**config.mk**
```make
export PLATFORM = sky130hd
export DESIGN_NAME = mod_74x32_seq
export DESIGN_NICKNAME = d
export VERILOG_FILES = /design/src/rtl/mod_74x32_seq_pkg.sv /design/src/rtl/mod_74xx_delay.sv /design/src/rtl/mod_74x32_seq.sv
export SDC_FILE = /design/constraint.sdc
export NUM_CORES = 1
export LEC_CHECK = 0
export CAP_MARGIN = 20
export CORE_MARGIN = 5
export CORE_UTILIZATION = 40
export CTS_BUF_LIST = sky130_fd_sc_hd__clkbuf_4 sky130_fd_sc_hd__clkbuf_8
export CTS_CLUSTER_DIAMETER = 100
export DETAILED_ROUTE_END_ITERATION = 10
export PLACE_DENSITY = 0.75
export SLEW_MARGIN = 0
export SYNTH_ARGS = -nofsm -noshare
export SYNTH_HDL_FRONTEND = slang
export SYNTH_HIERARCHICAL = 1
export SYNTH_SLANG_ARGS = --single-unit
```
**constraint.sdc**
```tcl
create_clock -name CLK -period 1.8 [get_ports CLK]
set_input_delay 0.36 -clock CLK [delete_from_list [all_inputs] [get_ports CLK]]
set_output_delay 0.36 -clock CLK [all_outputs]
set_load 0.02 [all_outputs]
```
**src/rtl/mod_74x32_seq_pkg.sv**
```systemverilog
// Shared types for the registered 74x32-style OR bank.
// Holds the output update mode encodings used by mod_74x32_seq.
package mod_74x32_seq_pkg;

  typedef enum logic [1:0] {
    MODE_PASS   = 2'b00,
    MODE_STICKY = 2'b01,
    MODE_HOLD   = 2'b10,
    MODE_RSVD   = 2'b11
  } mode_e;

endpackage

```
**src/rtl/mod_74xx_delay.sv**
```systemverilog
// WIDTH x STAGES enabled delay line with asynchronous active-low reset.
// Reusable by the registered gate models; requires STAGES >= 1.
module mod_74xx_delay #(
  parameter int WIDTH  = 4,
  parameter int STAGES = 1
) (
  input  logic             clk_i,
  input  logic             rst_ni,
  input  logic             en_i,
  input  logic [WIDTH-1:0] d_i,
  output logic [WIDTH-1:0] q_o
);

  logic [WIDTH-1:0] stage_q [STAGES];

  // All stages shift together on enabled edges and hold otherwise
  always_ff @(posedge clk_i or negedge rst_ni) begin
    if (!rst_ni) begin
      for (int s = 0; s < STAGES; s++) stage_q[s] <= '0;
    end else if (en_i) begin
      stage_q[0] <= d_i;
      for (int s = 1; s < STAGES; s++) stage_q[s] <= stage_q[s-1];
    end
  end

  assign q_o = stage_q[STAGES-1];

endmodule

```
**src/rtl/mod_74x32_seq.sv**
```systemverilog
// Clocked OR gate bank with pipeline delay, pass/sticky/hold output modes and a rising-edge event counter.
// Optional NOR input selected by defining MOD_74X32_SEQ_NOR_EN.
module mod_74x32_seq
  import mod_74x32_seq_pkg::*;
#(
  parameter int CHANNELS    = 4,
  parameter int PIPE_STAGES = 1,
  parameter int CNT_W       = 8
) (
  input  logic                CLK,
  input  logic                RST_N,
  input  logic [0:CHANNELS-1] A,
  input  logic [0:CHANNELS-1] B,
  input  logic                EN,
  input  logic [1:0]          MODE,
`ifdef MOD_74X32_SEQ_NOR_EN
  input  logic                NOR,
`endif
  input  logic                CLR,
  output logic [0:CHANNELS-1] Y,
  output logic                Y_VALID,
  output logic [CNT_W-1:0]    EVT_CNT
);

  localparam int FILL_W = $clog2(PIPE_STAGES + 1);
  localparam logic [FILL_W-1:0] FILL_MAX = FILL_W'(PIPE_STAGES);

  logic [0:CHANNELS-1] gate;
  logic [0:CHANNELS-1] lastStage;
  logic [0:CHANNELS-1] y_q, y_d;
  logic                prevAny_q, prevAny_d;
  logic [CNT_W-1:0]    evtCnt_q, evtCnt_d;
  logic [FILL_W-1:0]   fill_q, fill_d;
  logic                anyY;

`ifdef MOD_74X32_SEQ_NOR_EN
  assign gate = NOR ? ~(A | B) : (A | B);
`else
  assign gate = A | B;
`endif

  // The Y register is the final stage, so the delay line only covers the stages before it
  generate
    if (PIPE_STAGES > 1) begin : gDelay
      mod_74xx_delay #(
        .WIDTH (CHANNELS),
        .STAGES(PIPE_STAGES - 1)
      ) uDelay (
        .clk_i (CLK),
        .rst_ni(RST_N),
        .en_i  (EN),
        .d_i   (gate),
        .q_o   (lastStage)
      );
    end else begin : gDirect
      assign lastStage = gate;
    end
  endgenerate

  assign anyY = |y_q;

  always_comb begin
    y_d       = y_q;
    prevAny_d = anyY;
    evtCnt_d  = evtCnt_q;
    fill_d    = fill_q;

    if (EN && (fill_q != FILL_MAX)) fill_d = fill_q + 1'b1;

    if (CLR) begin
      y_d = '0;
    end else if (EN) begin
      case (mode_e'(MODE))
        MODE_STICKY: y_d = y_q | lastStage;
        MODE_HOLD:   y_d = y_q;
        default:     y_d = lastStage;
      endcase
    end

    // CLR beats a coincident rising edge; the count saturates rather than wrapping
    if (CLR) begin
      evtCnt_d  = '0;
      prevAny_d = 1'b0;
    end else if (anyY && !prevAny_q && (evtCnt_q != '1)) begin
      evtCnt_d = evtCnt_q + 1'b1;
    end
  end

  always_ff @(posedge CLK or negedge RST_N) begin
    if (!RST_N) begin
      y_q       <= '0;
      prevAny_q <= 1'b0;
      evtCnt_q  <= '0;
      fill_q    <= '0;
    end else begin
      y_q       <= y_d;
      prevAny_q <= prevAny_d;
      evtCnt_q  <= evtCnt_d;
      fill_q    <= fill_d;
    end
  end

  assign Y       = y_q;
  assign Y_VALID = (fill_q == FILL_MAX);
  assign EVT_CNT = evtCnt_q;

endmodule

```
==> flow_summary.toml, run 1 <==
[synthesis]
synth_nets = 81
synthArstFlopShare = 1.00
syn_inst = 66
syn_area_sq_um = 678
yosysSeqAreaShare = 0.517
synth_most_common_cell = "dfrtp_1"
synth_top_area_share = 0.517
synth-seq-cells = 14
synth_edf_count = 0
synth_area_leaders = "dfrtp_1 (52%), o21ai_0 (5.2%), nor2_1 (4.4%)"
yosys.area.top_type = "dfrtp_1"
synth_commonest_cells = "dfrtp_1 (14), nor2_1 (8), o21ai_0 (7)"
synth_ff_type = "dfrtp_1"
ys_types = 25
syn_avg_cell_area_sq_um = 10.3
yosysWarnings = 6

[clocking]
numClockSinks = 14
cts_setup_buffers = 0
numCtsBuffers = 3
clk_path_buf_depth = 2
cts_tree = "done"
cts-root-buf = "clkbuf_4"
clk_pin_slew_worst_paths_ns = 0.08
insertion_delay_ns = 0.27
htreeDepth = 1
ctsResizeCount = 0
cts_hold_buffers = 0

[routing]
ant_nets = 0
routed_wl_mm = 1.47
drc = 0
wire_per_inst_um = 13.1
drtIter0Drc = 3
dr.pass1.iters = 2
route.vias.total = 604
vias_per_cell = 5.39

[sta]
max_freq_ghz = 0.584
period_share = 0.951
setup_ws_ns = 0.0891
setup_violations = 0
min_period_ns = 1.71
setup_tns_ns = 0
drv_slew = 0
worst_pin_slew_ns = 0.347
final_hold_viol_count = 0
rsz0062_at_grt = "false"
relSlewSlack = 0.768
fin_worst_skew_ns = 0.00528

[worst_setup_path]
cp_slowest_stage_delay_ns = 0.64
critPathMaxFanout = 6
critPathLaunchType = "flip-flop"
path_depth = 1
worstRegToRegCells = 5
critPathTopFamily = "buffers and inverters"
worstSetupPathType = "reg -> out"
critPathSlowestCell = "clkdlybuf4s50_1"
crit_buf_inv = 1
worstSetupEndpointType = "output pin"
path_cells = "clkdlybuf4s50_1"
cp.arrival_ns = 1.35
required_ns = 1.44

[place]
place_hpwl_mm = 1.20
pre_cts_ws_ns = 0.181
port-buffer-count = 26
finalWeightedCongestion = 0.817
dp.cells = 109

[hold_path]
hp-class = "in -> async"

[floorplanning]
die_w_um = 51.2
coreArea_sq_mm = 0.00156
die_y_um = 51.2
die_area_sq_mm = 0.00262
io_pins = 27
start_util = 0.435
rows = 14

[layout]
final_util = 0.638
diodes = 0
nets = 113
layout.cells.non_filler = 112
drive_above_1_share = 0.104
syn_to_final_growth_pct = 46.7

[run]
max_cap_violations = 0

[power]
ir_worst_vdd_v = 0.000437
cellLeakagePower_nw = 0.436
p_total_mw = 0.681
power_density_mw_per_mm2 = 684

[global_routing]
grt_pass1_vias = 621
grtUsageTotal = 0.133
globalRouteOverflowTotal = 0
grt_max_degree = 15
antenna_found_initial = 0
grt_pass1_wl_mm = 2.61

[outcome]
outcome = "complete, no violations"
## cells in the final DEF, fill, tap and decap left out, types with 2 or more instances in the layout
cell / n
a21oi_1: 4
buf_4: 2
clkbuf_4: 3
clkdlybuf4s50_1: 25
dfrtp_1: 14
nand2_1: 6
nand2b_1: 2
nand3_1: 3
nor2_1: 8
o21ai_0: 7
or3_1: 3
xor2_1: 3
## state kept, by name, summed over array words and instances, names as in the netlist
| name | count |
|---|---|
| EVT_CNT | 8 |
| Y | 4 |
| Y_VALID | 1 |
| prevAny_q | 1 |
## power by group
| part | switching, mW | internal [mW] |
|---|---|---|
| Sequential | 0.0176 | 0.333 |
| Combinational | 0.0771 | 0.0861 |
| Clock | 0.0891 | 0.0773 |
| Total | 0.184 | 0.497 |
## final cells by class
| class | instances | area, sq um |
|---|---|---|
| clock buffer | 3 | 22.5 |
| fill | 137 | 564 |
| inverter | 1 | 3.75 |
| multi-input combinational | 50 | 320 |
| sequential | 14 | 350 |
| tap | 16 | 20.0 |
| timing repair buffer | 28 | 278 |
## per-layer routing
layer | vias to the layer above | share of wire | GRT usage
met5 | - | 0 | 0
met4 | 0 | 0 | 0.0538
met3 | 0 | 0.12 | 0.0523
met2 | 24 | 0.47 | 0.238
met1 | 279 | 0.42 | 0.138
li1 | 301 | - | -
## through the flow
step,area (sq um),hold WS (ns)
2_1_floorplan,678,0.0644
3_3_place_gp,970,0.451
3_5_place_dp,970,0.456
4_1_cts,992,0.384
5_1_grt,995,0.397
6_report,995,0.386
## kinds of logic after synthesis
group | Yosys count | synth area share
buf+inv | 2 | 0.0111
simple gates | 29 | 0.236
compound gates | 16 | 0.164
flops | 14 | 0.517
xor+xnor | 3 | 0.0388
mux | 1 | 0.0148
fa+ha+maj | 1 | 0.0184
## path summary, 6_finish.rpt
| kind | from | to | slack, ns |
|---|---|---|---|
| setup / recovery | EVT_CNT[4] | EVT_CNT[4] | 0.09 |
| max in group asynchronous | RST_N | EVT_CNT[7] | 1.24 |
| min in group CLK | Y_VALID | Y_VALID | 0.47 |
| hold / removal | RST_N | EVT_CNT[6] | 0.39 |
| setup reg to reg | EVT_CNT[0] | EVT_CNT[6] | 0.17 |
| hold reg to reg | Y_VALID | Y_VALID | 0.47 |
Power figures use the tool's default switching activity.
==> run 2: changes to the inputs <==
Settings changed: RECOVER_POWER set to 100.
==> run 2 against run 1 <==
Effect of this change: clock skew decreased by 0.00051 ns; utilization shrank 1.9 points; sequential share of layout area increased by 1.1 points; clock-buffer cell count unchanged; register-to-register slack about the same; fmax is 0.25% lower; total power fell by 2.4%; sequential power about the same; wire length fell by 0.75%; non-clock buffer count did not move; highest routed layer unchanged; die area unchanged; hold slack improved by 0.076 ns.
==> flow_summary.toml, run 2 (synthesis results as in run 1) <==
[outcome]
outcome = "complete, no violations"

[layout]
nets = 113
nFillCells = 140
drive_above_1_share = 0.0729
layout_common_cells = "clkdlybuf4s50_1 (15), dfrtp_1 (14), dlygate4sd3_1 (10)"
largest_reg_flops = 8
multi_input_area_sq_um = 303
layout.cells.non_filler = 112
seqCellArea_sq_um = 350
fin_area_sq_um = 965
syn_to_final_growth_pct = 42.3
final_common_cell = "clkdlybuf4s50_1"
diodes = 0

[worst_setup_path]
critPathLaunchType = "flip-flop"
critPathTopFamily = "buffers and inverters"
startpoint = "EVT_CNT[6]"
regToRegEndpoint = "EVT_CNT[6]"
worstSetupEndpointType = "output pin"
path_cells = "dlygate4sd3_1"
crit_buf_inv = 1
crit_end = "EVT_CNT[6]"
cp.arrival_ns = 1.36
worstRegToRegCells = 5
r2r_start = "EVT_CNT[0]"
rrSetupSlack_ns = 0.17
path_depth = 1
worstSetupPathType = "reg -> out"
required_ns = 1.44
critPathMaxFanout = 4
cp_slowest_stage_delay_ns = 0.69
critPathSlowestCell = "dlygate4sd3_1"

[floorplanning]
die_w_um = 51.2
rows = 14
die_y_um = 51.2
start_util = 0.435
coreArea_sq_mm = 0.00156
io_pins = 27
die_area_sq_mm = 0.00262

[routing]
wire_per_inst_um = 13.0
dr.pass1.iters = 2
drc = 0
routed_wl_mm = 1.46
drtIter0Drc = 6
route.vias.total = 609
vias_per_cell = 5.44
ant_nets = 0

[run]
max_cap_violations = 0

[global_routing]
globalRouteOverflowTotal = 0
grt_max_degree = 15
grt_pass1_wl_mm = 2.61
antenna_found_initial = 0
grtUsageTotal = 0.133
grt_pass1_vias = 621

[place]
pre_cts_ws_ns = 0.181
port-buffer-count = 26
dp.cells = 109
place_area_sq_um = 970
finalWeightedCongestion = 0.817
place_hpwl_mm = 1.20

[sta]
drv_slew = 0
setup_tns_ns = 0
final_hold_viol_count = 0
setup_ws_ns = 0.0849
rsz0062_at_grt = "false"
setup_violations = 0
max_freq_ghz = 0.583
relSlewSlack = 0.509
fin_worst_skew_ns = 0.00478
min_period_ns = 1.72
worst_pin_slew_ns = 0.737
period_share = 0.953

[clocking]
ctsResizeCount = 0
cts_hold_buffers = 0
clk_pin_slew_worst_paths_ns = 0.08
htreeDepth = 1
numCtsBuffers = 3
cts-root-buf = "clkbuf_4"
clk_path_buf_depth = 2
insertion_delay_ns = 0.27
numClockSinks = 14
cts_setup_buffers = 0
cts_tree = "done"

[power]
cellLeakagePower_nw = 0.417
clkPwrFrac = 0.249
seqPwrFrac = 0.527
power_density_mw_per_mm2 = 688
p_int_mw = 0.485
power_frac_comb = 0.224
p_switching_mw = 0.179
swShare = 0.269
ir_worst_vdd_v = 0.000427

[hold_path]
hp-class = "reg -> reg"
[run 2: changes by cell type in the layout (fill, tap and decap cells not counted), sizes merged]
cell | before | now
clkbuf | 3 | 5
dlygate4sd3 | 0 | 10
buf | 2 | 1
dlymetal6s2s | 1 | 0
clkdlybuf4s50 | 25 | 15
[run 2: worst register-to-register path, stage by stage (launching register included)]
cell	delay [ns]
dfrtp_1	0.41
ha_1	0.25
nand3_1	0.16
o211ai_2	0.16
or4_1	0.43
a21oi_1	0.15
[run 2: power by group through the flow]
stage,combinational (mW),clock (mW),sequential [mW]
5_1_grt,0.162,0.194,0.354
4_1_cts,0.166,0.173,0.351
3_3_place_gp,0.161,0,0.356
2_1_floorplan,0.0591,0,0.376
3_5_place_dp,0.166,0,0.357
6_report,0.149,0.165,0.350
[run 2: worst min path at each step]
stage                  to  depth (start not counted)  startpoint  slack [ns]
3_5_place_dp      Y_VALID                          1     Y_VALID        0.46
5_1_grt           Y_VALID                          1     Y_VALID        0.50
3_3_place_gp      Y_VALID                          1     Y_VALID        0.45
6_report          Y_VALID                          1     Y_VALID        0.46
4_1_cts        EVT_CNT[4]                          2       RST_N        0.38
2_1_floorplan  EVT_CNT[0]                          0       RST_N        0.06
[run 2: layer usage]
| layer | track usage | share of wire | vias up |
|---|---|---|---|
| met2 | 0.238 | 0.48 | 24 |
| met3 | 0.0523 | 0.12 | 0 |
| met5 | 0 | 0 | - |
| met4 | 0.0538 | 0 | 0 |
| li1 | - | - | 303 |
| met1 | 0.138 | 0.40 | 282 |
[run 2: cell type report]
cell class                      instances  area share
Clock buffer                            3      0.0233
Inverter                                1     0.00389
Multi-Input combinational cell         50       0.314
Sequential cell                        14       0.363
Tap cell                               16      0.0208
Timing Repair Buffer                   28       0.275
[run 2: through the flow]
stage                     hold WS, ns   util  power, mW
final                           0.463  0.619      0.664
after detailed placement        0.456  0.622      0.522
after global routing            0.497  0.619      0.709
after floorplan                0.0644      -      0.435
after global placement          0.451  0.622      0.517
after CTS                       0.384  0.636      0.691
